**src/rtl/ppu_pkg.sv**
```systemverilog
// rtl/ppu_pkg.sv - shared types, constants and palette mirroring for the PPU pixel mux
package ppu_pkg;

    localparam int PAL_DEPTH = 32;
    localparam int PIX_LAT   = 2;

    typedef logic [4:0] pal_addr_t;
    typedef logic [5:0] nes_color_t;
    typedef logic [3:0] color_idx_t;

    localparam pal_addr_t  BACKDROP_ADDR  = 5'h00;
    localparam logic [8:0] LEFT_CLIP_COLS = 9'd8;
    localparam logic [8:0] VISIBLE_ROWS   = 9'd240;

    // Sprite colour 0 of each sprite palette shares storage with the matching bg entry.
    function automatic pal_addr_t pal_mirror(input pal_addr_t a);
        return (a[4] && (a[1:0] == 2'b00)) ? {1'b0, a[3:0]} : a;
    endfunction

endpackage

```
**src/rtl/ppu_palette_ram.sv**
```systemverilog
// rtl/ppu_palette_ram.sv - 32x6 palette storage with mirrored write, CPU read and bypassed pixel read
module ppu_palette_ram
    import ppu_pkg::*;
(
    input  logic       clk,
    input  logic       rst_n,
    input  logic       we,
    input  logic [4:0] waddr,
    input  logic [5:0] wdata,
    input  logic [4:0] cpu_addr,
    output logic [5:0] cpu_rdata,
    input  logic [4:0] pix_addr,
    output logic [5:0] pix_rdata
);

    nes_color_t mem [PAL_DEPTH];
    pal_addr_t  wa;
    pal_addr_t  pa;

    assign wa        = pal_mirror(waddr);
    assign pa        = pal_mirror(pix_addr);
    assign cpu_rdata = mem[pal_mirror(cpu_addr)];

    always_ff @(posedge clk or negedge rst_n) begin
        if (!rst_n) begin
            for (int i = 0; i < PAL_DEPTH; i++) begin
                mem[i] <= '0;
            end
        end else if (we) begin
            mem[wa] <= wdata;
        end
    end

    // A same-entry write in the read cycle is forwarded so the pixel sees the new colour.
    always_ff @(posedge clk or negedge rst_n) begin
        if (!rst_n) begin
            pix_rdata <= '0;
        end else if (we && (wa == pa)) begin
            pix_rdata <= wdata;
        end else begin
            pix_rdata <= mem[pa];
        end
    end

endmodule

```
**src/rtl/ppu_pixel_mux.sv**
```systemverilog
// rtl/ppu_pixel_mux.sv - bg/sprite priority merge, palette lookup and sprite-0 hit; PPU_GRAYSCALE_EN adds output grayscale masking
module ppu_pixel_mux
    import ppu_pkg::*;
(
    input  logic       clk,
    input  logic       rst_n,
    input  logic       pix_valid_in,
    input  logic [8:0] row,
    input  logic [8:0] col,
    input  logic [3:0] bg_color_idx,
    input  logic [3:0] sp_color_idx,
    input  logic       sp_priority,
    input  logic       sp_is_zero,
    input  logic       bg_en,
    input  logic       sp_en,
    input  logic       bg_left_en,
    input  logic       sp_left_en,
    input  logic       grayscale,
    input  logic       pal_we,
    input  logic [4:0] pal_addr,
    input  logic [5:0] pal_wdata,
    output logic [5:0] pal_rdata,
    output logic       pix_valid_out,
    output logic [8:0] pix_row,
    output logic [8:0] pix_col,
    output logic [5:0] pix_color,
    output logic       sp0_hit,
    input  logic       sp0_clr
);

    logic       left_zone;
    color_idx_t bg_eff;
    color_idx_t sp_eff;
    logic       bg_opq;
    logic       sp_opq;
    logic       hit_set;
    pal_addr_t  addr_d;

    logic       s1_valid;
    logic [8:0] s1_row;
    logic [8:0] s1_col;
    pal_addr_t  s1_addr;
    nes_color_t ram_color;

    assign left_zone = (col < LEFT_CLIP_COLS);
    assign bg_eff    = (!bg_en || (left_zone && !bg_left_en)) ? 4'h0 : bg_color_idx;
    assign sp_eff    = (!sp_en || (left_zone && !sp_left_en)) ? 4'h0 : sp_color_idx;
    assign bg_opq    = |bg_eff[1:0];
    assign sp_opq    = |sp_eff[1:0];

    always_comb begin
        addr_d = BACKDROP_ADDR;
        case ({bg_opq, sp_opq})
            2'b10:   addr_d = {1'b0, bg_eff};
            2'b01:   addr_d = {1'b1, sp_eff};
            2'b11:   addr_d = sp_priority ? {1'b0, bg_eff} : {1'b1, sp_eff};
            default: addr_d = BACKDROP_ADDR;
        endcase
    end

    // Dot 255 never reports a hit, matching the original PPU's edge-of-screen quirk.
    assign hit_set = pix_valid_in && sp_is_zero && bg_opq && sp_opq &&
                     (col != 9'd255) && (row < VISIBLE_ROWS);

    always_ff @(posedge clk or negedge rst_n) begin
        if (!rst_n) begin
            s1_valid <= 1'b0;
            s1_row   <= '0;
            s1_col   <= '0;
            s1_addr  <= '0;
        end else begin
            s1_valid <= pix_valid_in;
            s1_row   <= row;
            s1_col   <= col;
            s1_addr  <= addr_d;
        end
    end

    always_ff @(posedge clk or negedge rst_n) begin
        if (!rst_n) begin
            sp0_hit <= 1'b0;
        end else if (sp0_clr) begin
            sp0_hit <= 1'b0;
        end else if (hit_set) begin
            sp0_hit <= 1'b1;
        end
    end

    always_ff @(posedge clk or negedge rst_n) begin
        if (!rst_n) begin
            pix_valid_out <= 1'b0;
            pix_row       <= '0;
            pix_col       <= '0;
        end else begin
            pix_valid_out <= s1_valid;
            pix_row       <= s1_row;
            pix_col       <= s1_col;
        end
    end

    ppu_palette_ram u_pal (
        .clk       (clk),
        .rst_n     (rst_n),
        .we        (pal_we),
        .waddr     (pal_addr),
        .wdata     (pal_wdata),
        .cpu_addr  (pal_addr),
        .cpu_rdata (pal_rdata),
        .pix_addr  (s1_addr),
        .pix_rdata (ram_color)
    );

`ifdef PPU_GRAYSCALE_EN
    logic s2_gray;

    always_ff @(posedge clk or negedge rst_n) begin
        if (!rst_n) begin
            s2_gray <= 1'b0;
        end else begin
            s2_gray <= grayscale;
        end
    end

    assign pix_color = s2_gray ? (ram_color & 6'h30) : ram_color;
`else
    logic unused_grayscale;

    assign unused_grayscale = grayscale;
    assign pix_color        = ram_color;
`endif

endmodule

```
**config.mk**
```make
export PLATFORM = sky130hd
export DESIGN_NAME = ppu_pixel_mux
export DESIGN_NICKNAME = d
export VERILOG_FILES = /design/src/rtl/ppu_pkg.sv /design/src/rtl/ppu_palette_ram.sv /design/src/rtl/ppu_pixel_mux.sv
export SDC_FILE = /design/constraint.sdc
export NUM_CORES = 1
export LEC_CHECK = 0
export ABC_CLOCK_PERIOD_IN_PS = 4950
export BUFFER_PORTS_ARGS = -buffer_cell sky130_fd_sc_hd__clkbuf_2
export CAP_MARGIN = 40
export CELL_PAD_IN_SITES_DETAIL_PLACEMENT = 0
export CELL_PAD_IN_SITES_GLOBAL_PLACEMENT = 1
export CORE_UTILIZATION = 30
export CTS_CLUSTER_DIAMETER = 150
export DETAILED_ROUTE_END_ITERATION = 16
export HOLD_SLACK_MARGIN = 0.06
export PLACE_DENSITY_LB_ADDON = 0.12
export SLEW_MARGIN = 20
export SYNTH_ARGS = -nofsm -noshare
export SYNTH_HDL_FRONTEND = slang
export SYNTH_SLANG_ARGS = --single-unit
```
**constraint.sdc**
```tcl
create_clock -name clk -period 4.95 [get_ports clk]
set_input_delay 0.2475 -clock clk [delete_from_list [all_inputs] [get_ports clk]]
set_output_delay 0.2475 -clock clk [all_outputs]
set_load 0.05 [all_outputs]
```
* Word level (Yosys, flattened, before mapping)
Cells that the tools add are included.
W data, S select, Z words.
** Storage, ports and cells
- Output and inout port bits :: 32
- Input bits :: 49
- Logic and storage cells :: 93
- Memory bits (writable) :: 0
- Bits in registers :: 242
- Memories :: 0
- ROM bits :: 0
- Latch bits :: 0
** Operators by class
- Divide/modulo/power cells :: 0
- Reductions and logical operators :: 22
- Eq/ne operators :: 5
- Shifts and indexed selects :: 0
- $lt $le $gt $ge :: 5
- Multipliers :: 0
- Add/subtract/negate cells :: 0
- Bitwise logic cells :: 2
- Mux-type cells :: 18
** Operator list (count)
- $bwmux W192 :: 1
- $bmux W6 S5 :: 2
- $mux W6 :: 6
- $demux W6 S5 :: 1
- $mux W5 :: 3
- $pmux W5 S3 :: 1
- $ge A6 B6 Y1 const B :: 2
- $not A5 Y6 :: 2
- $logic_and A1 B1 Y1 :: 11
- $lt A9 B4 Y1 const B :: 1
- $lt A9 B8 Y1 const B :: 1
- $ne A9 B8 Y1 const B :: 1
- $mux W4 :: 2
- $lt A6 B1 Y1 const B :: 1
- $eq A5 B5 Y1 :: 1
- $eq A2 B2 Y1 const B :: 2
- $logic_not A1 Y1 :: 4
- $logic_not A2 Y1 :: 2
- $reduce_or A2 Y1 :: 2
- $eq A2 B1 Y1 const B :: 1
- $logic_or A1 B1 Y1 :: 2
- $mux W1 :: 2
- $reduce_bool A2 Y1 :: 1

* Longest topological paths before layout
Gate-level depths: netlist of run 1.
- Depth in word-level cells :: 11
- Depth in mapped cells :: 8
- Mapped depth without buffers :: 5

* Cells and area by module
A second synthesis of run 1 with hierarchy kept.
** Unflattened totals
- Cell total of the unflattened synthesis :: 874
- Area total of the unflattened synthesis :: 11820.1 µm²
** By module, submodules not included
- ppu_palette_ram :: seq. area each 4879.7 µm², cells an instance 794, times used 1, area each 10468.8 µm²
- ppu_pixel_mux :: seq. area each 1101.1 µm², cells an instance 80, times used 1, area each 1351.3 µm²

* Least setup slack after synthesis of run 1
Ideal clock, no wire load.
- Kind :: input port to output port
- Start point :: in pal_addr[2]
- End point :: out pal_rdata[0]
- Data required time :: 4.703 ns
- Path slack :: 2.277 ns
- Cell stages on the path :: 5
- Arrival time :: 2.425 ns
- Cells stage by stage :: clkbuf_1 -> buf_1 -> clkbuf_1 -> a21oi_1 -> o21ai_0
** On the way
- Cells in the longest elaborated chain, start to end :: 5
** Ends and longest elaborated chain
- from (decl) :: RTL line ppu_pixel_mux.sv:20 : input logic [4:0] pal_addr,
- $mux W5 :: RTL line ppu_pkg.sv:17 : return (a[4] && (a[1:0] == 2'b00)) ? {1'b0, a[3:0]} : a;
- $not A5 Y6 (not written as such) :: RTL line ppu_palette_ram.sv:22 : assign cpu_rdata = mem[pal_mirror(cpu_addr)];
- $bmux W6 S5 :: RTL line ppu_palette_ram.sv:22
- $mux W6 (not written as such) (2 in a row) :: RTL line ppu_palette_ram.sv:22
- to (decl) :: RTL line ppu_pixel_mux.sv:22 : output logic [5:0] pal_rdata,
No other way between the ends. The select of a mux whose other input is x is not followed.

* Worst setup path in the final report of run 1
- Start point :: reg s1_addr[1]
- End point :: reg u_pal.pix_rdata[1]
** On the way
- Cells in the longest elaborated chain, start to end :: 8
- Elaborated cells on any way between the ends :: 10
** Ends and longest elaborated chain
- from (decl) :: RTL line ppu_pixel_mux.sv:42 : pal_addr_t s1_addr;
- from (signal assigned) :: RTL line ppu_pixel_mux.sv:75 : s1_addr <= addr_d;
- $logic_not A2 Y1 :: RTL line ppu_pkg.sv:17
- $logic_and A1 B1 Y1 :: RTL line ppu_pkg.sv:17
- $mux W5 * :: RTL line ppu_pkg.sv:17
- $not A5 Y6 (not written as such) :: RTL line ppu_palette_ram.sv:41 : pix_rdata <= mem[pa];
- $bmux W6 S5 :: RTL line ppu_palette_ram.sv:41
- $mux W6 (not written as such) (2 in a row) :: RTL line ppu_palette_ram.sv:41
- $mux W6 * :: RTL line ppu_palette_ram.sv:38 : end else if (we && (wa == pa)) begin
- to (signal assigned) :: RTL line ppu_palette_ram.sv:39 : pix_rdata <= wdata;
- to (signal assigned) :: RTL line ppu_palette_ram.sv:41
- to (decl) :: RTL line ppu_palette_ram.sv:13 : output logic [5:0] pix_rdata
Mark *: on every way between the ends. The rest lies on a longest branch, timed or not. The select of a mux whose other input is x is not followed.
A chain may end at the register's enable or synchronous reset.

==> flow_summary.yaml, run 1 <==
outcome:
  status: "finished, final reports clean"
worst_setup_path:
  worstSetupPathType: "flop to flop"
  critPathMaxStageDelay_ns: 0.89
  rrSetupSlack_ns: 1.90
  reg2reg_to: "u_pal.pix_rdata[1]"
  cp-start-kind: "flop"
  worstPathMaxFanout: 31
  cp_common_cell: "nand4_1"
  crit_family: "simple AND/OR/NAND/NOR gates"
  end_kind: "flop"
  critical_path_required_ns: 5.45
  slowest_stage: "dfrtp_2"
  rr_worst_depth: 6
  worstReg2RegStart: "s1_addr[1]"
  crit_buf_inv: 1
  crit_arrival_ns: 3.55
  cp.depth: 6
  worstPathCellList: "buf_4 > o21a_1 > xnor2_1 > nand4_1 > nand4_1 > o221a_2"
routing:
  antenna_left: 0
  postRouteWirelength_um: 36100
  wire_per_inst_um: 24.5
  routed_via_density: 5.22
  drtPass1Iterations: 5
  vias: 7699
  drt-initial-drc-count: 444
  drc_errors: 0
power:
  netSwitchingFraction: 0.287
  power.static_leakage_nw: 5.87
  power_frac_seq: 0.415
  pwr-share-comb: 0.200
  internal-power_mw: 4.25
  switchingPower_mw: 1.71
  ir_drop_mv: 0.306
  power_density_nw_per_um2: 433
  clock_power_share: 0.384
clocking:
  clk_path_buf_depth: 3
  cts-root-buf: "clkbuf_16"
  post_cts_buffers: 0
  cts.sinks: 235
  cts_made_buffers: 29
  clk_latency_ns: 0.56
  path_clk_slew_ns: 0.06
  cts_max_level: 1
  cts_tree: "built"
worst_hold_path:
  hold_path.startpoint: "sp_en"
  holdPathStages: 4
  whs_endpoint: "s1_addr[4]"
  hold_class: "primary input to flop"
timing:
  timing.final.ws_setup_ns: 1.90
  hold_ws_ns: 0.157
  fmax_ghz: 0.328
  slew_violations: 0
  tightest_slew_ns: 0.970
  setup_viol: 0
  hold_viol_final: 0
  setup_tns_ns: 0
  period_needed_ns: 3.05
  fin_skew_ns: 0.0206
  grt_setup_unrepaired: "false"
  min_period_over_period: 0.616
  slew_headroom: 0.353
global_route:
  grt_pass1_wl_um: 54800
  grt_use_total: 0.190
  grt_max_degree: 120
  met1_usage: 0.273
  antenna_found_initial: 1
  grt_overflow: 0
  first_global_vias: 8024
  use_met2: 0.297
  grt_use_met3: 0.0288
  top_usage_layer: "met2"
synth:
  ys_async_sr_fraction: 1.00
  ys_top_cells_by_count: "dfrtp_1, mux2_2, mux4_2"
  synthFlopType: "dfrtp_1"
  synth_fp_nets: 923
  avgSynthCellArea_sq_um: 13.3
  synth.distinct_cells: 62
  ys_seq_area_frac: 0.506
  yosys-top-cells-area: "dfrtp_1, mux2_2, mux4_2"
  synth_seq_cells: 235
  yosysTopAreaCell: "dfrtp_1"
  synth_top_cell_area_share: 0.506
  synth.most_common_cell: "dfrtp_1"
  yosys_warnings: 0
  synth_edf_count: 0
  syn_inst: 874
  syn_area_sq_um: 11600
floorplan:
  die_h_um: 199
  die_w_um: 199
  io_pins: 81
  row_count: 71
  coreArea_sq_um: 37800
  dieArea_sq_um: 39500
  initial_core_util: 0.307
cells_and_area:
  finalNetCount: 992
  final_cell_count_no_fill: 1475
  area_growth_pct: 18.6
  drive_gt1_frac: 0.422
  antenna_cells: 0
placement:
  routabilityCongestion: 0.783
  pre_cts_ws_ns: 1.86
  io_buffer_count: 79
  place_hpwl_um: 23700
  place_inst: 1391
flow_run:
  maxCapViolCount: 0
[what timing repair did]
item	CTS	global route
endpoints found under the hold margin	143	0
resized for setup	0	0
hold buffers	30	0
[cell type report]
| type | instances | area, sq um |
|---|---|---|
| multi-input combinational | 545 | 5320 |
| sequential | 235 | 5890 |
| tap | 511 | 639 |
| timing repair buffer | 126 | 882 |
| clock inverter | 14 | 198 |
| fill | 3768 | 24100 |
| inverter | 6 | 22.5 |
| clock buffer | 38 | 830 |
[stage by stage]
step | utilization | total power [mW] | area, sq um
after floorplan | - | 3.28 | 11600
after global placement | 0.327 | 3.67 | 12400
after CTS | 0.364 | 6.03 | 13800
after detailed placement | 0.329 | 3.69 | 12400
final | 0.364 | 5.96 | 13800
after global routing | 0.364 | 6.23 | 13800
[how the worst max path moves through the flow]
stage | start | endpoint | slack (ns)
CTS | pal_addr[0] | pal_rdata[2] | 1.86
global route | s1_addr[1] | u_pal.pix_rdata[1] | 1.77
floorplan | pal_addr[2] | pal_rdata[0] | 2.28
finish | s1_addr[1] | u_pal.pix_rdata[1] | 1.90
detailed placement | pal_addr[0] | pal_rdata[2] | 1.86
global placement | pal_addr[0] | pal_rdata[2] | 1.60
[tightest hold or removal path: stages]
cell and delay (ns):
clkbuf_2 0.09, o41ai_2 0.08, o21bai_1 0.18, a21oi_2 0.06
[registers in the layout (all words and copies together), names as in the netlist]
name	count
pix_valid_out	1
s1_row	9
pix_col	9
u_pal.mem	185
s1_addr	5
sp0_hit	1
pix_row	9
s1_col	9
u_pal.pix_rdata	6
s1_valid	1
[placed cells by master (no fill, tap or decap), types with 13 or more instances in the layout]
| cell | n |
|---|---|
| nand2_1 | 45 |
| mux4_2 | 57 |
| clkbuf_2 | 77 |
| o21ai_0 | 18 |
| mux2i_1 | 14 |
| mux2_2 | 189 |
| a21oi_1 | 29 |
| a22oi_1 | 15 |
| nor2_1 | 24 |
| a221oi_1 | 14 |
| nand3_1 | 14 |
| clkbuf_16 | 29 |
| dfrtp_1 | 233 |
| dlygate4sd3_1 | 30 |
| buf_4 | 13 |
[per-layer routing]
metal	vias to the layer above	wire, um
li1	3425	-
met1	4046	17200
met2	174	16700
met3	52	1330
met4	2	846
met5	-	12
[power by group through the flow]
stage / Clock [mW] / Sequential [mW] / Combinational (mW)
after floorplan: 0 / 2.48 / 0.799
after global placement: 0 / 2.50 / 1.17
after detailed placement: 0 / 2.50 / 1.18
after CTS: 2.35 / 2.47 / 1.21
after global routing: 2.42 / 2.52 / 1.29
final: 2.29 / 2.47 / 1.19
[cells by family after synthesis]
logic type                after synthesis  share of synthesized area
muxes                                 260                      0.306
DFF                                   235                      0.506
AOI/OAI and AO/OA                     141                     0.0855
and+or+nand+nor                       139                     0.0628
buffers and inverters                  94                     0.0360
xor gates and xnor gates                5                    0.00377
No activity file was read; power rests on OpenSTA's default activity.
==> inputs of run 2 (changes only) <==
--- a/config.mk
+++ b/config.mk
@@ -5,7 +5,7 @@
 export SDC_FILE = /design/constraint.sdc
 export NUM_CORES = 1
 export LEC_CHECK = 0
-export ABC_CLOCK_PERIOD_IN_PS = 4950
+export ABC_CLOCK_PERIOD_IN_PS = 2900
 export BUFFER_PORTS_ARGS = -buffer_cell sky130_fd_sc_hd__clkbuf_2
 export CAP_MARGIN = 40
 export CELL_PAD_IN_SITES_DETAIL_PLACEMENT = 0
==> constraint.sdc (replaced) <==
create_clock -name clk -period 2.9 [get_ports clk]
set_input_delay 0.145 -clock clk [delete_from_list [all_inputs] [get_ports clk]]
set_output_delay 0.145 -clock clk [all_outputs]
set_load 0.05 [all_outputs]
==> flow_summary.yaml, run 2 (synthesized netlist as in run 1, its figures left out) <==
outcome:
  status: "finished, final reports clean"
floorplan:
  initial_core_util: 0.307
  die_h_um: 199
  row_count: 71
  die_w_um: 199
  io_pins: 81
  coreArea_sq_um: 37800
  dieArea_sq_um: 39500
worst_setup_path:
  end_kind: "output pin"
  worstSetupPathType: "flop to output pin"
  worstPathMaxFanout: 3
  critPathMaxStageDelay_ns: 0.56
  critical_path_required_ns: 2.76
  cp_common_cell: "mux4_2"
  slowest_stage: "mux4_2"
  crit_arrival_ns: 2.49
  worstPathCellList: "mux4_2 > mux4_2 > nand2_1 > o21ai_0 > buf_12"
  rrSetupSlack_ns: 0.41
  cp-start-kind: "flop"
power:
  power.static_leakage_nw: 6.00
  power_density_nw_per_um2: 707
  fin_total_pwr_mw: 9.92
  ir_drop_mv: 0.488
placement:
  routabilityCongestion: 0.821
  place_hpwl_um: 24100
  io_buffer_count: 79
  pre_cts_ws_ns: 0.415
routing:
  drtPass1Iterations: 5
  drc_errors: 0
  routed_via_density: 5.23
  vias: 7844
  antenna_left: 0
  drt-initial-drc-count: 523
  wire_per_inst_um: 23.7
  postRouteWirelength_um: 35600
timing:
  fin_skew_ns: 0.0100
  grt_setup_unrepaired: "false"
  setup_tns_ns: 0
  slew_headroom: 0.443
  tightest_slew_ns: 0.835
  timing.final.ws_setup_ns: 0.265
  hold_viol_final: 0
  period_needed_ns: 2.64
  min_period_over_period: 0.909
  slew_violations: 0
  setup_viol: 0
  fmax_ghz: 0.379
cells_and_area:
  finalNetCount: 1021
  final_util: 0.371
  drive_gt1_frac: 0.428
  area_growth_pct: 20.8
  layout_commonest_cell: "dfrtp_1"
  largest_register_ffs: 185
  most-common-layout-cells: "dfrtp_1, mux2_2, clkbuf_2, mux4_2, nand2_1"
  largest-register: "u_pal.mem"
  antenna_cells: 0
  n_fill_cell: 3773
clocking:
  clk_path_buf_depth: 3
  cts_tree: "built"
  cts.sinks: 235
  cts-root-buf: "clkbuf_16"
  path_clk_slew_ns: 0.06
  clk_latency_ns: 0.55
  cts_max_level: 1
  cts_made_buffers: 28
global_route:
  grt_max_degree: 78
  antenna_found_initial: 2
  use_met2: 0.285
  first_global_vias: 8075
  met1_usage: 0.278
  grt_pass1_wl_um: 54500
  grt_use_total: 0.189
  grt_overflow: 0
  top_usage_layer: "met2"
  grt_use_met3: 0.0351
worst_hold_path:
  hold_class: "primary input to async pin"
flow_run:
  maxCapViolCount: 0
run 2: worst max-delay path, delay by kind of cell (launching register included):
| kind | cells | cell delay (ns) |
|---|---|---|
| flops | 1 | 0.39 |
| mux | 2 | 1.10 |
| buf+inv | 1 | 0.20 |
| compound gates | 1 | 0.16 |
| simple gates | 1 | 0.09 |
run 2: report_power, final:
group	total [mW]	internal [mW]	switching, mW
registers	4.21	3.81	0.391
clock network	3.55	2.16	1.39
logic	2.17	1.09	1.08
total	9.92	7.06	2.86
run 2: final timing paths:
| path | from | cells after the start | endpoint |
|---|---|---|---|
| min in group clk | pal_we | 3 | u_pal.mem[78] |
| setup / recovery | u_pal.mem[168] | 5 | pal_rdata[0] |
| setup reg to reg | s1_addr[1] | 6 | u_pal.pix_rdata[0] |
| hold reg to reg | s1_col[0] | 0 | pix_col[0] |
| hold / removal | rst_n | 2 | pix_col[0] |
| max in group asynchronous | rst_n | 3 | u_pal.mem[15] |
run 2: what timing repair did:
item | CTS | global route
resized for setup | 0 | 0
buffers inserted | 0 | 0
hold buffers | 32 | 0
endpoints found under the setup margin | 0 | 0
endpoints found under the hold margin | 107 | 0
run 2: area by class of cell:
type / instances / area, sq um / share of cell area
Clock buffer: 41 / 801 / 0.0571
Clock inverter: 7 / 113 / 0.00802
Inverter: 6 / 22.5 / 0.00160
Multi-Input combinational cell: 545 / 5320 / 0.379
Sequential cell: 235 / 5890 / 0.419
Tap cell: 511 / 639 / 0.0456
Timing Repair Buffer: 156 / 1250 / 0.0893
run 2: metal layers:
| metal | part of all wire | vias to the layer above |
|---|---|---|
| li1 | - | 3475 |
| met2 | 0.44 | 231 |
| met1 | 0.48 | 4086 |
| met5 | 0.00031 | - |
| met4 | 0.023 | 2 |
| met3 | 0.055 | 50 |
run 2: per-stage QoR:
step	hold slack, ns	std cells	cell area [sq um]
finish	0.164	1501	14000
CTS	0.180	1501	14000
floorplan	-0.151	874	11600
global route	0.221	1501	14000
global placement	0.168	1421	12800
detailed placement	0.177	1421	12800
